[src/rtl/decode_stage_p_pkg.sv]
// Shared decode constants: opcode/funct encodings, ID/EX control word layout
// and the redirect-squash FSM state encoding.
package decode_stage_p_pkg;

   localparam logic [5:0] OP_RTYPE = 6'h00;
   localparam logic [5:0] OP_J     = 6'h02;
   localparam logic [5:0] OP_JAL   = 6'h03;
   localparam logic [5:0] OP_BEQ   = 6'h04;
   localparam logic [5:0] OP_BNE   = 6'h05;
   localparam logic [5:0] OP_ADDI  = 6'h08;
   localparam logic [5:0] OP_SLTI  = 6'h0a;
   localparam logic [5:0] OP_ANDI  = 6'h0c;
   localparam logic [5:0] OP_ORI   = 6'h0d;
   localparam logic [5:0] OP_LW    = 6'h23;
   localparam logic [5:0] OP_SW    = 6'h2b;

   localparam logic [5:0] FN_JR    = 6'h08;
   localparam logic [5:0] FN_ADD   = 6'h20;
   localparam logic [5:0] FN_SUB   = 6'h22;
   localparam logic [5:0] FN_AND   = 6'h24;
   localparam logic [5:0] FN_OR    = 6'h25;
   localparam logic [5:0] FN_SLT   = 6'h2a;

   typedef enum logic [3:0] {
      ALU_NOP = 4'd0,
      ALU_ADD = 4'd1,
      ALU_SUB = 4'd2,
      ALU_AND = 4'd3,
      ALU_OR  = 4'd4,
      ALU_SLT = 4'd5
   } alu_op_e;

   // MSB first: reg_write is bit CTRL_W-1, alu_op occupies the low nibble.
   typedef struct packed {
      logic    reg_write;
      logic    mem_read;
      logic    mem_write;
      logic    mem_to_reg;
      logic    alu_src;
      logic    link;
      alu_op_e alu_op;
   } ctrl_t;

   localparam int CTRL_W = $bits(ctrl_t);

   typedef enum logic {
      ST_RUN    = 1'b0,
      ST_SQUASH = 1'b1
   } state_e;

endpackage

[src/rtl/regfile_bypass.sv]
// NREG x XLEN register file with two read ports; a same-cycle write-back to a
// read address is bypassed straight to that read port. Register 0 is hardwired to 0.
module regfile_bypass #(
   parameter  int XLEN = 32,
   parameter  int NREG = 32,
   localparam int AW   = $clog2(NREG)
) (
   input  logic            i_clk,
   input  logic            i_rst_n,
   input  logic            i_we,
   input  logic [AW-1:0]   i_waddr,
   input  logic [XLEN-1:0] i_wdata,
   input  logic [AW-1:0]   i_raddr0,
   input  logic [AW-1:0]   i_raddr1,
   output logic [XLEN-1:0] o_rdata0,
   output logic [XLEN-1:0] o_rdata1
);

   logic [XLEN-1:0] r_regs [NREG];
   logic            w_wr_en;

   assign w_wr_en = i_we && (i_waddr != '0);

   always_ff @(posedge i_clk or negedge i_rst_n) begin
      if (!i_rst_n) begin
         for (int i = 0; i < NREG; i++) r_regs[i] <= '0;
      end else if (w_wr_en) begin
         r_regs[i_waddr] <= i_wdata;
      end
   end

   always_comb begin
      o_rdata0 = r_regs[i_raddr0];
      o_rdata1 = r_regs[i_raddr1];
      if (w_wr_en && (i_waddr == i_raddr0)) o_rdata0 = i_wdata;
      if (w_wr_en && (i_waddr == i_raddr1)) o_rdata1 = i_wdata;
      if (i_raddr0 == '0) o_rdata0 = '0;
      if (i_raddr1 == '0) o_rdata1 = '0;
   end

endmodule

[src/rtl/decode_stage_p.sv]
// Pipeline decode stage: register read with WB bypass, branch/jump resolution
// with MEM forwarding, load-use and branch-operand stalls, and the ID/EX register.
module decode_stage_p
   import decode_stage_p_pkg::*;
#(
   parameter  int XLEN               = 32,
   parameter  int NREG               = 32,
   parameter  bit SQUASH_ON_REDIRECT = 1'b1,
   localparam int REG_AW             = $clog2(NREG)
) (
   input  logic              clk,
   input  logic              reset,
   input  logic              if_valid,
   input  logic [31:0]       instruction,
   input  logic [XLEN-1:0]   pc_plus,
   input  logic              wb_we,
   input  logic [REG_AW-1:0] wb_addr,
   input  logic [XLEN-1:0]   wb_data,
   input  logic              mem_reg_write,
   input  logic [REG_AW-1:0] mem_rd,
   input  logic [XLEN-1:0]   mem_alu_res,
   input  logic              ex_reg_write,
   input  logic              ex_mem_read,
   input  logic [REG_AW-1:0] ex_rd,
   output logic              stall,
   output logic              redirect,
   output logic [XLEN-1:0]   redirect_pc,
   output logic              id_ex_valid,
   output logic [CTRL_W-1:0] id_ex_ctrl,
   output logic [XLEN-1:0]   id_ex_rs_data,
   output logic [XLEN-1:0]   id_ex_rt_data,
   output logic [XLEN-1:0]   id_ex_imm,
   output logic [REG_AW-1:0] id_ex_rd,
   output logic [XLEN-1:0]   id_ex_link_pc,
   output state_e            dbg_state
);

   logic [5:0]        w_opcode;
   logic [5:0]        w_funct;
   logic [REG_AW-1:0] w_rs;
   logic [REG_AW-1:0] w_rt;
   logic [REG_AW-1:0] w_rd;
   logic [XLEN-1:0]   w_imm;
   logic [XLEN-1:0]   w_rf_rs;
   logic [XLEN-1:0]   w_rf_rt;
   logic [XLEN-1:0]   w_br_a;
   logic [XLEN-1:0]   w_br_b;
   logic [XLEN-1:0]   w_br_tgt;
   logic [XLEN-1:0]   w_jmp_tgt;

   ctrl_t             w_ctrl;
   logic [REG_AW-1:0] w_dst;
   logic              w_uses_rs;
   logic              w_uses_rt;
   logic              w_is_beq;
   logic              w_is_bne;
   logic              w_is_j;
   logic              w_is_jr;

   logic              w_ex_hit_rs;
   logic              w_ex_hit_rt;
   logic              w_br_rs;
   logic              w_br_rt;
   logic              w_load_use;
   logic              w_br_ex_hz;
   logic              w_br_mem_hz;
   logic              w_active;
   logic              w_taken;
   logic              w_issue;

   state_e            r_state;
   state_e            w_state_nxt;
   logic              r_mem_load;
   logic [REG_AW-1:0] r_mem_load_rd;

   logic              r_valid;
   logic [CTRL_W-1:0] r_ctrl;
   logic [XLEN-1:0]   r_rs_data;
   logic [XLEN-1:0]   r_rt_data;
   logic [XLEN-1:0]   r_imm;
   logic [REG_AW-1:0] r_rd;
   logic [XLEN-1:0]   r_link_pc;

   assign w_opcode = instruction[31:26];
   assign w_funct  = instruction[5:0];
   assign w_rs     = REG_AW'(instruction[25:21]);
   assign w_rt     = REG_AW'(instruction[20:16]);
   assign w_rd     = REG_AW'(instruction[15:11]);
   assign w_imm    = {{(XLEN-16){instruction[15]}}, instruction[15:0]};

   regfile_bypass #(
      .XLEN (XLEN),
      .NREG (NREG)
   ) u_regfile (
      .i_clk    (clk),
      .i_rst_n  (reset),
      .i_we     (wb_we),
      .i_waddr  (wb_addr),
      .i_wdata  (wb_data),
      .i_raddr0 (w_rs),
      .i_raddr1 (w_rt),
      .o_rdata0 (w_rf_rs),
      .o_rdata1 (w_rf_rt)
   );

   always_comb begin
      w_ctrl    = '0;
      w_dst     = '0;
      w_uses_rs = 1'b0;
      w_uses_rt = 1'b0;
      w_is_beq  = 1'b0;
      w_is_bne  = 1'b0;
      w_is_j    = 1'b0;
      w_is_jr   = 1'b0;
      case (w_opcode)
         OP_RTYPE: begin
            w_uses_rs = 1'b1;
            if (w_funct == FN_JR) begin
               w_is_jr = 1'b1;
            end else begin
               w_uses_rt = 1'b1;
               w_dst     = w_rd;
               w_ctrl.reg_write = 1'b1;
               case (w_funct)
                  FN_ADD:  w_ctrl.alu_op = ALU_ADD;
                  FN_SUB:  w_ctrl.alu_op = ALU_SUB;
                  FN_AND:  w_ctrl.alu_op = ALU_AND;
                  FN_OR:   w_ctrl.alu_op = ALU_OR;
                  FN_SLT:  w_ctrl.alu_op = ALU_SLT;
                  default: w_ctrl.reg_write = 1'b0;
               endcase
            end
         end
         OP_ADDI, OP_SLTI, OP_ANDI, OP_ORI: begin
            w_uses_rs        = 1'b1;
            w_dst            = w_rt;
            w_ctrl.reg_write = 1'b1;
            w_ctrl.alu_src   = 1'b1;
            case (w_opcode)
               OP_SLTI: w_ctrl.alu_op = ALU_SLT;
               OP_ANDI: w_ctrl.alu_op = ALU_AND;
               OP_ORI:  w_ctrl.alu_op = ALU_OR;
               default: w_ctrl.alu_op = ALU_ADD;
            endcase
         end
         OP_LW: begin
            w_uses_rs         = 1'b1;
            w_dst             = w_rt;
            w_ctrl.reg_write  = 1'b1;
            w_ctrl.mem_read   = 1'b1;
            w_ctrl.mem_to_reg = 1'b1;
            w_ctrl.alu_src    = 1'b1;
            w_ctrl.alu_op     = ALU_ADD;
         end
         OP_SW: begin
            w_uses_rs        = 1'b1;
            w_uses_rt        = 1'b1;
            w_ctrl.mem_write = 1'b1;
            w_ctrl.alu_src   = 1'b1;
            w_ctrl.alu_op    = ALU_ADD;
         end
         OP_BEQ: begin
            w_uses_rs = 1'b1;
            w_uses_rt = 1'b1;
            w_is_beq  = 1'b1;
         end
         OP_BNE: begin
            w_uses_rs = 1'b1;
            w_uses_rt = 1'b1;
            w_is_bne  = 1'b1;
         end
         OP_J: begin
            w_is_j = 1'b1;
         end
         OP_JAL: begin
            w_is_j           = 1'b1;
            w_dst            = REG_AW'(NREG - 1);
            w_ctrl.reg_write = 1'b1;
            w_ctrl.link      = 1'b1;
         end
         default: ;
      endcase
   end

   // Branch comparisons see the MEM-stage ALU result ahead of the RF/WB value.
   assign w_br_a = (mem_reg_write && (mem_rd != '0) && (mem_rd == w_rs)) ? mem_alu_res : w_rf_rs;
   assign w_br_b = (mem_reg_write && (mem_rd != '0) && (mem_rd == w_rt)) ? mem_alu_res : w_rf_rt;

   assign w_br_tgt  = pc_plus + {w_imm[XLEN-3:0], 2'b00};
   assign w_jmp_tgt = {pc_plus[XLEN-1:28], instruction[25:0], 2'b00};

   assign w_ex_hit_rs = (ex_rd != '0) && (ex_rd == w_rs);
   assign w_ex_hit_rt = (ex_rd != '0) && (ex_rd == w_rt);
   assign w_br_rs     = w_is_beq || w_is_bne || w_is_jr;
   assign w_br_rt     = w_is_beq || w_is_bne;

   assign w_load_use  = ex_mem_read &&
                        ((w_uses_rs && w_ex_hit_rs) || (w_uses_rt && w_ex_hit_rt));
   assign w_br_ex_hz  = ex_reg_write &&
                        ((w_br_rs && w_ex_hit_rs) || (w_br_rt && w_ex_hit_rt));
   // A load one stage further on still has only its address in mem_alu_res.
   assign w_br_mem_hz = r_mem_load &&
                        ((w_br_rs && (r_mem_load_rd == w_rs)) ||
                         (w_br_rt && (r_mem_load_rd == w_rt)));

   assign w_active = reset && if_valid && (r_state == ST_RUN);
   assign w_taken  = w_is_j || w_is_jr ||
                     (w_is_beq && (w_br_a == w_br_b)) ||
                     (w_is_bne && (w_br_a != w_br_b));

   assign stall       = w_active && (w_load_use || w_br_ex_hz || w_br_mem_hz);
   assign redirect    = w_active && !stall && w_taken;
   assign redirect_pc = w_is_jr ? w_br_a : (w_is_j ? w_jmp_tgt : w_br_tgt);
   assign w_issue     = w_active && !stall;

   always_comb begin
      w_state_nxt = r_state;
      case (r_state)
         ST_RUN:    if (redirect && SQUASH_ON_REDIRECT) w_state_nxt = ST_SQUASH;
         ST_SQUASH: w_state_nxt = ST_RUN;
         default:   w_state_nxt = ST_RUN;
      endcase
   end

   always_ff @(posedge clk or negedge reset) begin
      if (!reset) begin
         r_state       <= ST_RUN;
         r_mem_load    <= 1'b0;
         r_mem_load_rd <= '0;
      end else begin
         r_state       <= w_state_nxt;
         r_mem_load    <= ex_mem_read && (ex_rd != '0);
         r_mem_load_rd <= ex_rd;
      end
   end

   always_ff @(posedge clk or negedge reset) begin
      if (!reset) begin
         r_valid   <= 1'b0;
         r_ctrl    <= '0;
         r_rs_data <= '0;
         r_rt_data <= '0;
         r_imm     <= '0;
         r_rd      <= '0;
         r_link_pc <= '0;
      end else if (w_issue) begin
         r_valid   <= 1'b1;
         r_ctrl    <= w_ctrl;
         r_rs_data <= w_rf_rs;
         r_rt_data <= w_rf_rt;
         r_imm     <= w_imm;
         r_rd      <= w_dst;
         r_link_pc <= pc_plus;
      end else begin
         r_valid   <= 1'b0;
         r_ctrl    <= '0;
         r_rs_data <= '0;
         r_rt_data <= '0;
         r_imm     <= '0;
         r_rd      <= '0;
         r_link_pc <= '0;
      end
   end

   assign id_ex_valid   = r_valid;
   assign id_ex_ctrl    = r_ctrl;
   assign id_ex_rs_data = r_rs_data;
   assign id_ex_rt_data = r_rt_data;
   assign id_ex_imm     = r_imm;
   assign id_ex_rd      = r_rd;
   assign id_ex_link_pc = r_link_pc;
   assign dbg_state     = r_state;

endmodule

[config.mk]
export PLATFORM = sky130hd
export DESIGN_NAME = decode_stage_p
export DESIGN_NICKNAME = d
export VERILOG_FILES = /design/src/rtl/decode_stage_p_pkg.sv /design/src/rtl/regfile_bypass.sv /design/src/rtl/decode_stage_p.sv
export SDC_FILE = /design/constraint.sdc
export NUM_CORES = 2
export LEC_CHECK = 0
export BUFFER_PORTS_ARGS = -buffer_cell sky130_fd_sc_hd__buf_4
export CAP_MARGIN = 20
export CORE_MARGIN = 2
export CORE_UTILIZATION = 35
export CTS_BUF_LIST = sky130_fd_sc_hd__clkbuf_4
export CTS_CLUSTER_DIAMETER = 80
export DETAILED_ROUTE_END_ITERATION = 6
export PLACE_DENSITY = 0.61
export SLEW_MARGIN = 20
export SYNTH_ARGS = -nofsm -noshare
export SYNTH_HDL_FRONTEND = slang
export SYNTH_SLANG_ARGS = --single-unit
[constraint.sdc]
create_clock -name clk -period 12.1 [get_ports clk]
set_input_delay 3.63 -clock clk [delete_from_list [all_inputs] [get_ports clk]]
set_output_delay 3.63 -clock clk [all_outputs]
set_load 0.01 [all_outputs]
==> results.sh <==
export IMPL_run_status="complete, but fails checks"
export IMPL_violated_checks="DRC"
export IMPL_reg2reg_from="u_regfile.r_regs[269]"
export IMPL_multiInputGateArea_um2=32800
export IMPL_report_final_hold_viol_count=0
export IMPL_cts_hold_buffers_added=0
export IMPL_ys_ff_latch=1157
export IMPL_worst_pin_slew_ps=1160
export IMPL_crit_top_cell="sky130_fd_sc_hd__buf_4"
export IMPL_power_leakage_nw=32.6
export IMPL_worst_r2r_setup_slack_ps=7710
export IMPL_grt_pass1_wl_mm=377
export IMPL_drt_initial_drc_count=6248
export IMPL_die_area_um2=187000
export IMPL_async_flop_share=1.00
export IMPL_startpoint_kind_of_the_worst_setup_timing_path="input pin"
export IMPL_cts_root_buffer_cell="sky130_fd_sc_hd__clkbuf_4"
export IMPL_worst_r2r_cell_count=12
export IMPL_crit_end_element="output port"
export IMPL_clock_tree_from_tritoncts="yes"
export IMPL_warnings_from_yosys=0
export IMPL_yosys_top_cells_area="sky130_fd_sc_hd__dfrtp_1, sky130_fd_sc_hd__mux2_2, sky130_fd_sc_hd__mux4_2, sky130_fd_sc_hd__mux2i_1, sky130_fd_sc_hd__clkbuf_1"
export IMPL_power_per_cell_area_nw_per_um2=153
export IMPL_synth_area_um2=64300
export IMPL_design_power_w=0.0112
export IMPL_cp_startpoint="instruction[16]"
export IMPL_detailedPlacementHpwl_mm=178
export IMPL_antenna_found_initial=31
export IMPL_cts_root_to_sink_buffers=4
export IMPL_final_layout_size_suffix_gt1_frac=0.452
export IMPL_fin_nets=5485
export IMPL_cts_inserted_buffers=325
export IMPL_timing_final_crit_share=0.997
export IMPL_initial_utilization=0.352
export IMPL_grt_setup_unrepaired="false"
export IMPL_post_synth_cell_area_avg_um2=13.2
export IMPL_synth_largest_type_area_fraction=0.450
export IMPL_finalSetupViolCount=0
export IMPL_drcViolationCount=1
export IMPL_timing_critical_path_to="redirect"
export IMPL_critical_setup_path_class="input pin to output port"
export IMPL_drt_pass1_iter_count=7
export IMPL_clock_sink_count=1157
export IMPL_vias_in_the_first_global_route=49400
export IMPL_timing_hold_worst_class="flip-flop to flip-flop"
export IMPL_clock_power_share=0.307
export IMPL_max_stage_delay_ps=560
export IMPL_syn_to_final_growth_pct=14.4
export IMPL_vias=49700
export IMPL_die_width_um=433
export IMPL_drtAntennaViolNets=0
export IMPL_crit_path_cell_trace="buf_8, buf_4, buf_12, buf_4, mux4_2, nor2_1, a211oi_1, a31oi_1, o31ai_1, xnor2_1, and3_2, nand4_1, nor4_2, buf_4, xnor2_1, o21ai_1, buf_4"
export IMPL_dp_cells=7442
export IMPL_die_height_um=433
export IMPL_synthDistinctLibCells=101
export IMPL_drv_slew=0
export IMPL_vias_per_cell=6.21
export IMPL_netSwitchingFraction=0.320
export IMPL_combPwrFrac=0.243
export IMPL_power_report_internal_total_w=0.00764
export IMPL_ys_seq_area_frac=0.450
export IMPL_fin_skew_ps=115
export IMPL_crit_required_ps=8470
export IMPL_layout_common_cells="sky130_fd_sc_hd__dfrtp_1, sky130_fd_sc_hd__mux2_2, sky130_fd_sc_hd__buf_4"
export IMPL_gpl_final_weighted_congestion=1.04
export IMPL_grt_overflow_total=0
export IMPL_syn_instance_count=4883
export IMPL_h_tree_depth=5
export IMPL_synth_ff_type="sky130_fd_sc_hd__dfrtp_1"
export IMPL_place_port_buffers=327
export IMPL_cp_top_family="buffers and inverters"
export IMPL_path_clk_slew_ps=70
export IMPL_filler_cell_count=17300
export IMPL_cpMaxStageDelayCell="sky130_fd_sc_hd__nor4_2"
export IMPL_crit_path_max_fanout=33
export IMPL_top_level_ports=329
export IMPL_source_to_sink_clock_delay_at_the_later_pin_of_the_worst_skew_pair_ps=1380
export IMPL_crit_path_depth=17
export IMPL_postLayoutCoreUtil=0.402
export IMPL_num_rows=157
export IMPL_grt_util_all_layers=0.284
export IMPL_netSwitchingPower_w=0.00359
export IMPL_timing_critical_path_buf_inv=6
export IMPL_crit_arrival_ps=8440
export IMPL_mostFrequentLayoutCell="sky130_fd_sc_hd__dfrtp_1"
export IMPL_post_layout_nonfiller_instances=8005
export IMPL_setup_total_negative_slack_ps=0
export IMPL_post_layout_minimum_cycle_time_ps=12070
export IMPL_cap_viol_max_count=0
export IMPL_yosys_area_top_type="sky130_fd_sc_hd__dfrtp_1"
export IMPL_seq_area_um2=29000
export IMPL_max_freq_mhz=82.9
export IMPL_synthesis_nets=5063
export IMPL_worstReg2RegEnd="dbg_state"
export IMPL_slew_headroom=0.222
export IMPL_count_of_flip_flops_with_a_built_in_enable_after_synthesis=0
export IMPL_postCtsSetupBuffers=0
export IMPL_wirelength_mm=270
export IMPL_power_frac_seq=0.450
export IMPL_wire_per_inst_um=33.7
export IMPL_floorplan_core_area_um2=183000
export IMPL_largest_net_degree_at_the_start_of_global_routing=159
export IMPL_peakVddDrop_uv=63.9
-- layer usage --
metal  GRT usage  vias up  wire, um
li1            -    19600         -
met1       0.350    25800     99100
met2       0.425     3432    118000
met3      0.0758      899     28200
met4       0.215       20     23800
met5           0        -       118
-- flip-flops by register name, indices dropped and copies added, names as in the netlist --
register          flops
id_ex_imm            16
dbg_state             1
id_ex_rt_data        32
id_ex_rd              5
u_regfile.r_regs   1024
id_ex_valid           1
id_ex_ctrl            8
r_mem_load_rd         5
id_ex_link_pc        32
r_mem_load            1
id_ex_rs_data        32
-- worst min-delay path by stage --
| stage | depth (start not counted) | start | end | slack (ps) |
|---|---|---|---|---|
| after floorplan | 1 | u_regfile.r_regs[1001] | u_regfile.r_regs[1001] | 440 |
| after global placement | 0 | u_regfile.r_regs[1007] | u_regfile.r_regs[1007] | 380 |
| after detailed placement | 0 | u_regfile.r_regs[1001] | u_regfile.r_regs[1001] | 380 |
| after CTS | 0 | u_regfile.r_regs[994] | u_regfile.r_regs[994] | 400 |
| after global routing | 0 | u_regfile.r_regs[997] | u_regfile.r_regs[997] | 410 |
| final | 0 | u_regfile.r_regs[1020] | u_regfile.r_regs[1020] | 400 |
-- power groups by stage --
| stage | sequential [W] | combinational [W] | clock, W |
|---|---|---|---|
| global route | 0.00512 | 0.00285 | 0.00370 |
| floorplan | 0.00492 | 0.00178 | 0 |
| detailed placement | 0.00509 | 0.00267 | 0 |
| CTS | 0.00502 | 0.00268 | 0.00350 |
| finish | 0.00505 | 0.00273 | 0.00344 |
| global placement | 0.00505 | 0.00263 | 0 |
-- cell families after synthesis --
group / after synthesis / synth area share
AOI/OAI and AO/OA: 643 / 0.0697
adders and majority gates: 30 / 0.00595
xor gates and xnor gates: 94 / 0.0128
and+or+nand+nor: 826 / 0.0636
muxes: 1591 / 0.353
other: 1 / 0.0000583
buffers and inverters: 541 / 0.0445
DFF: 1157 / 0.450
-- per-stage QoR --
step / setup slack [ps] / area [um^2] / hold WS, ps
6_report: 32.9 / 73600 / 400
4_1_cts: 38.6 / 73500 / 398
3_5_place_dp: 69.5 / 69800 / 383
2_1_floorplan: 1770 / 64300 / 438
3_3_place_gp: -179 / 69800 / 376
5_1_grt: 45.1 / 73600 / 408
-- timing repair --
| action | 4_1_cts | 5_1_grt |
|---|---|---|
| setup endpoints to repair | 0 | 1 |
| resized for setup | 0 | 1 |
| hold endpoints to repair | 0 | 0 |
-- cells in the mapped netlist (22+ instances only) --
cell / count
sky130_fd_sc_hd__nand4_1: 25
sky130_fd_sc_hd__clkbuf_1: 308
sky130_fd_sc_hd__o22ai_1: 56
sky130_fd_sc_hd__o21ai_0: 130
sky130_fd_sc_hd__dfrtp_1: 1157
sky130_fd_sc_hd__buf_1: 25
sky130_fd_sc_hd__mux4_2: 401
sky130_fd_sc_hd__and2_1: 65
sky130_fd_sc_hd__mux4_1: 39
sky130_fd_sc_hd__nor3_1: 59
sky130_fd_sc_hd__nand2_1: 272
sky130_fd_sc_hd__buf_4: 58
sky130_fd_sc_hd__xnor2_1: 52
sky130_fd_sc_hd__a22oi_1: 80
sky130_fd_sc_hd__buf_6: 29
sky130_fd_sc_hd__a21oi_1: 86
sky130_fd_sc_hd__buf_2: 72
sky130_fd_sc_hd__a31oi_1: 22
sky130_fd_sc_hd__nand3_1: 53
sky130_fd_sc_hd__inv_1: 25
sky130_fd_sc_hd__ha_1: 29
sky130_fd_sc_hd__a221oi_1: 22
sky130_fd_sc_hd__and3_1: 25
sky130_fd_sc_hd__nor2_1: 172
sky130_fd_sc_hd__xor2_1: 42
sky130_fd_sc_hd__a211oi_1: 43
sky130_fd_sc_hd__mux2i_1: 225
sky130_fd_sc_hd__nor2b_1: 26
sky130_fd_sc_hd__mux2_2: 926
-- area by class of cell --
cell class	instances	area share
Antenna cell	22	0.000748
Clock buffer	439	0.0448
Clock inverter	102	0.00585
Inverter	26	0.00133
Multi-Input combinational cell	3185	0.445
Sequential cell	1157	0.393
Tap cell	2464	0.0419
Timing Repair Buffer	610	0.0668
No activity file was read; power rests on OpenSTA's default activity.
